**config.mk**
```make
export PLATFORM = sky130hd
export DESIGN_NAME = cpu_reset_sequencer
export DESIGN_NICKNAME = d
export VERILOG_FILES = /design/src/rtl/cpu_reset_sequencer.sv
export SDC_FILE = /design/constraint.sdc
export NUM_CORES = 1
export LEC_CHECK = 0
export CAP_MARGIN = 20
export CORE_MARGIN = 2
export CORE_UTILIZATION = 50
export CTS_BUF_LIST = sky130_fd_sc_hd__clkbuf_4
export DETAILED_ROUTE_END_ITERATION = 10
export HOLD_SLACK_MARGIN = 0.15
export PLACE_DENSITY = 0.78
export SLEW_MARGIN = 10
export SYNTH_ARGS = -nofsm -noshare
export SYNTH_HDL_FRONTEND = slang
export SYNTH_SLANG_ARGS = --single-unit
```
**constraint.sdc**
```tcl
create_clock -name clk -period 2.2 [get_ports clk]
set_input_delay 0.55 -clock clk [delete_from_list [all_inputs] [get_ports clk]]
set_output_delay 0.55 -clock clk [all_outputs]
set_load 0.02 [all_outputs]
```
**src/rtl/cpu_reset_sequencer.sv**
```systemverilog
// cpu_reset_sequencer: owns the CPU reset line.
//
// The block holds the core in reset until the PLL is locked, then keeps
// reset asserted for HOLD_CYCLES. It then waits until the serial RX line
// has been idle for RX_IDLE_CYCLES, so that the bootloader never starts in
// the middle of a frame. A user reset request, or a loss of PLL lock,
// restarts the sequence. A saturating counter records how many times the
// core has left RUN.
//
// Ports:
//   clk        in   CPU clock
//   rst_n      in   asynchronous active-low reset of this block
//   pll_locked in   clock wizard lock (asynchronous, synchronized here)
//   rst_req    in   one-cycle reset request pulse (clk-synchronous)
//   serial_rx  in   UART RX pin tap (asynchronous, synchronized here)
//   cpu_rst    out  active-high reset to the core (registered)
//   running    out  high exactly while the state is RUN (registered)
//   state      out  0 WAIT_LOCK, 1 HOLD, 2 WAIT_IDLE, 3 RUN
//   rst_count  out  saturating count of exits from RUN
module cpu_reset_sequencer #(
   parameter int unsigned HOLD_CYCLES    = 16,
   parameter int unsigned RX_IDLE_CYCLES = 5000,
   parameter int unsigned CNT_WIDTH      = 16
) (
   input  logic       clk,
   input  logic       rst_n,
   input  logic       pll_locked,
   input  logic       rst_req,
   input  logic       serial_rx,
   output logic       cpu_rst,
   output logic       running,
   output logic [1:0] state,
   output logic [7:0] rst_count
);

   typedef enum logic [1:0] {
      StWaitLock = 2'd0,
      StHold     = 2'd1,
      StWaitIdle = 2'd2,
      StRun      = 2'd3
   } state_e;

   localparam logic [CNT_WIDTH-1:0] HoldLast = CNT_WIDTH'(HOLD_CYCLES - 1);
   localparam logic [CNT_WIDTH-1:0] IdleLast = CNT_WIDTH'(RX_IDLE_CYCLES - 1);
   localparam logic [CNT_WIDTH-1:0] CntOne   = CNT_WIDTH'(1);

   state_e               state_q, state_d;
   logic [CNT_WIDTH-1:0] cnt_q, cnt_d;
   logic [7:0]           rst_count_q, rst_count_d;
   logic                 cpu_rst_q, running_q;

   // Two-flop synchronizers. RX resets high so an idle line is assumed.
   logic locked_meta_q, locked_sync_q;
   logic rx_meta_q, rx_sync_q;

   always_ff @(posedge clk or negedge rst_n) begin
      if (!rst_n) begin
         locked_meta_q <= 1'b0;
         locked_sync_q <= 1'b0;
         rx_meta_q     <= 1'b1;
         rx_sync_q     <= 1'b1;
      end else begin
         locked_meta_q <= pll_locked;
         locked_sync_q <= locked_meta_q;
         rx_meta_q     <= serial_rx;
         rx_sync_q     <= rx_meta_q;
      end
   end

   // Priority inside each state: lock loss, then rst_req, then terminal count.
   always_comb begin
      state_d     = state_q;
      cnt_d       = cnt_q;
      rst_count_d = rst_count_q;

      case (state_q)
         StWaitLock: begin
            cnt_d = '0;
            if (locked_sync_q) state_d = StHold;
         end
         StHold: begin
            if (!locked_sync_q) begin
               state_d = StWaitLock;
               cnt_d   = '0;
            end else if (rst_req) begin
               cnt_d = '0;
            end else if (cnt_q == HoldLast) begin
               state_d = StWaitIdle;
               cnt_d   = '0;
            end else begin
               cnt_d = cnt_q + CntOne;
            end
         end
         StWaitIdle: begin
            if (!locked_sync_q) begin
               state_d = StWaitLock;
               cnt_d   = '0;
            end else if (rst_req) begin
               state_d = StHold;
               cnt_d   = '0;
            end else if (!rx_sync_q) begin
               cnt_d = '0;
            end else if (cnt_q == IdleLast) begin
               state_d = StRun;
               cnt_d   = '0;
            end else begin
               cnt_d = cnt_q + CntOne;
            end
         end
         StRun: begin
            cnt_d = '0;
            if (!locked_sync_q) begin
               state_d = StWaitLock;
            end else if (rst_req) begin
               state_d = StHold;
            end
         end
         default: begin
            state_d = StWaitLock;
            cnt_d   = '0;
         end
      endcase

      if (state_q == StRun && state_d != StRun && rst_count_q != 8'hFF) begin
         rst_count_d = rst_count_q + 8'd1;
      end
   end

   always_ff @(posedge clk or negedge rst_n) begin
      if (!rst_n) begin
         state_q     <= StWaitLock;
         cnt_q       <= '0;
         rst_count_q <= 8'd0;
         cpu_rst_q   <= 1'b1;
         running_q   <= 1'b0;
      end else begin
         state_q     <= state_d;
         cnt_q       <= cnt_d;
         rst_count_q <= rst_count_d;
         // Decoded from the next state so they change on the same edge as state.
         cpu_rst_q   <= (state_d != StRun);
         running_q   <= (state_d == StRun);
      end
   end

   assign cpu_rst   = cpu_rst_q;
   assign running   = running_q;
   assign state     = state_q;
   assign rst_count = rst_count_q;

endmodule

```
==> results.yml <==
clock_tree:
  worstSkewPairLatency_ns: 0.33
  cts_buffers: 5
  cts-root-to-sink-buffers: 2
  root_buffer: "sky130_fd_sc_hd__clkbuf_4"
  tritoncts_clock_tree: "built"
  clkSinkCount: 32
  cts_htree_levels: 2
  clk_pin_slew_worst_paths_ns: 0.09
grt:
  grt_max_degree: 33
  combined_global_route_utilization_of_all_metal_layers: 0.190
  grt.overflow.total: 0
  via_count_of_the_first_global_routing_pass: 1123
  grt_antenna_before_repair: 0
  grt_pass1_wl_mm: 4.86
timing:
  worst-slew-pin-transition_ns: 0.423
  hold_viol: 0
  grt_setup_unrepaired: "true"
  max_freq_ghz: 0.459
  finalCritPeriodShare: 0.991
  period_minus_slack_ns: 2.18
  finalClockSkew_ns: 0.00830
  maxSlewHeadroom: 0.716
  finalSetupTns_ns: 0
  finalSetupViolCount: 0
  timing.final.max_slew_violations: 0
final_layout:
  drive_gt1_frac: 0.256
  finish.utilization: 0.642
  finalNetCount: 186
  layout.filler_cells: 258
  antenna-diode-count: 0
  area_delta_synth_final_pct: 24.4
flow_run:
  max_cap_violations: 0
place:
  dp_hpwl_mm: 2.06
  gp_routability_congestion: 0.833
  buffers_added_on_ports: 16
die:
  core_area_mm2: 0.00298
  dieHeight_um: 59.4
  top_level_ports: 17
  die_area_mm2: 0.00353
  fp-row-count: 20
  start_util: 0.516
  floorplan.die.width_um: 59.4
routing:
  drt_first_pass_iters: 4
  postRouteAntennaNets: 0
  remaining_drc_errors: 0
  wl_mm: 2.79
  avgViaCountPerCell: 5.29
  vias: 1127
  routedWlPerCell_um: 13.1
  drt_first_iter_violations: 33
critical_path:
  arrival_worst_endpoint_ns: 2.40
  launching_point_of_the_worst_reg2reg_path: "cnt_q[15]"
  worst_setup_path_end_kind: "register"
  startpoint: "cnt_q[15]"
  critical_path.startpoint_type: "register"
  worst-endpoint-required_ns: 2.42
  worst-setup-path-type: "register to register"
  crit_fanout: 16
pwr:
  ir_drop_v: 0.000410
  power.static_leakage_nw: 0.799
  power_per_cell_area_mw_per_mm2: 527
synthesis:
  syn-cell-area_mm2: 0.00154
  synth-seq-area-share: 0.524
  synth_cell_types: 33
  syn-num-nets: 149
  yosysWarningCount: 0
  syn_area_per_cell_um2: 10.8
  yosys_register_bits: 32
  post_synthesis_async_set_or_reset_flop_share: 1.00
  synth_ff_type: "sky130_fd_sc_hd__dfrtp_1"
  syn_inst: 142
  synth_enable_flop_cells: 0
min_path:
  min-delay-start: "locked_meta_q"
  hold_path.class: "register to register"
outcome:
  run_status: "finished clean"
-- final cells by class --
cell class / instances / area, um^2 / area share
Sequential cell: 32 / 805 / 0.421
Clock buffer: 7 / 52.6 / 0.0275
Timing Repair Buffer: 33 / 300 / 0.157
Clock inverter: 1 / 5.00 / 0.00262
Tap cell: 33 / 41.3 / 0.0216
Multi-Input combinational cell: 102 / 688 / 0.360
Inverter: 5 / 18.8 / 0.00982
-- path summary, 6_finish.rpt --
kind | depth (start not counted) | slack, ns | end
max reg2reg | 6 | 0.02 | cnt_q[4]
min | 0 | 0.36 | locked_sync_q
min in group asynchronous | 2 | 0.63 | rst_count[2]
max | 6 | 0.02 | cnt_q[4]
max in group asynchronous | 2 | 1.25 | rx_sync_q
min reg2reg | 0 | 0.36 | locked_sync_q
-- cells in the mapped netlist (2+ instances only) --
cell type,n,area share
sky130_fd_sc_hd__xor2_1,5,0.029
sky130_fd_sc_hd__nand2b_1,2,0.0081
sky130_fd_sc_hd__nand2_1,12,0.029
sky130_fd_sc_hd__and3_1,2,0.0081
sky130_fd_sc_hd__nor2b_1,2,0.0081
sky130_fd_sc_hd__inv_1,5,0.012
sky130_fd_sc_hd__o21ai_0,2,0.0065
sky130_fd_sc_hd__clkbuf_1,2,0.0049
sky130_fd_sc_hd__dfstp_2,3,0.051
sky130_fd_sc_hd__dfrtp_1,29,0.47
sky130_fd_sc_hd__nand3_1,5,0.016
sky130_fd_sc_hd__nor3_1,5,0.016
sky130_fd_sc_hd__ha_1,2,0.016
sky130_fd_sc_hd__nand4_1,7,0.029
sky130_fd_sc_hd__xnor2_1,14,0.080
sky130_fd_sc_hd__o21ai_4,2,0.021
sky130_fd_sc_hd__a21oi_1,2,0.0065
sky130_fd_sc_hd__and4_1,3,0.017
sky130_fd_sc_hd__nor2_2,10,0.041
sky130_fd_sc_hd__nor2_1,14,0.034
sky130_fd_sc_hd__or4_1,2,0.0098
-- worst max-delay path, stage by stage (launching register included) --
cell and delay, ns:
sky130_fd_sc_hd__dfrtp_1 0.39, sky130_fd_sc_hd__or4_4 0.53, sky130_fd_sc_hd__or4b_4 0.58, sky130_fd_sc_hd__and3b_4 0.21
sky130_fd_sc_hd__o21ai_4 0.14, sky130_fd_sc_hd__buf_12 0.17, sky130_fd_sc_hd__nor2_1 0.06
-- repair_timing --
| action | in CTS | in global routing |
|---|---|---|
| buffers inserted | 0 | 2 |
| gates resized for setup | 1 | 1 |
| pin swaps | 0 | 1 |
| endpoints found under the setup margin | 14 | 19 |
| hold buffers | 0 | 0 |
-- cells in the final DEF, fill, tap and decap left out, drive strengths merged, types with 2 or more instances in the layout --
cell type	n
or4	3
and4	3
and3	2
nand4	7
o21ai	4
ha	2
nor2	24
nor3	5
a21oi	2
dfstp	3
clkdlybuf4s50	16
inv	5
nand2b	2
nor2b	2
nand3	5
clkbuf	7
dfrtp	29
buf	17
xor2	5
mux2	2
nand2	12
xnor2	14
-- kinds of logic after synthesis --
logic type,after synthesis,share of synthesized area
XOR/XNOR,19,0.108
AND/OR/NAND/NOR,70,0.257
flip-flops,32,0.524
buffers and inverters,8,0.0302
adder cells (fa/ha/maj),2,0.0163
multiplexers,2,0.0147
AO/OA/AOI/OAI,9,0.0497
-- per-layer routing --
layer	part of all wire	vias up	global-route usage
met5	0	-	0
met4	0.020	0	0.0974
met3	0.042	5	0.0590
met2	0.52	24	0.327
met1	0.42	535	0.211
li1	-	563	-
-- sequential cells by signal, indices dropped and copies added (netlist names) --
register,cells
cnt_q,16
cpu_rst,1
locked_meta_q,1
locked_sync_q,1
rst_count,8
running,1
rx_meta_q,1
rx_sync_q,1
state,2
-- where the power goes --
part           total, mW  internal [mW]  switching (mW)  leakage [nW]
logic             0.0661         0.0309          0.0352         0.350
registers          0.608          0.597          0.0105         0.413
clock network      0.333          0.149           0.184        0.0361
-- stage by stage --
stage | hold slack, ns | setup slack [ns] | cell area [um^2] | power (mW) | cells
after detailed placement | 0.336 | -0.0641 | 1830 | 0.686 | 203
after floorplan | 0.254 | -0.00458 | 1540 | 0.653 | 142
after CTS | 0.360 | -0.0197 | 1900 | 1.03 | 211
after global placement | 0.332 | 0.0412 | 1830 | 0.684 | 203
after global routing | 0.379 | -0.0725 | 1910 | 1.05 | 213
final | 0.355 | 0.0198 | 1910 | 1.01 | 213
No activity file was read; power rests on OpenSTA's default activity.
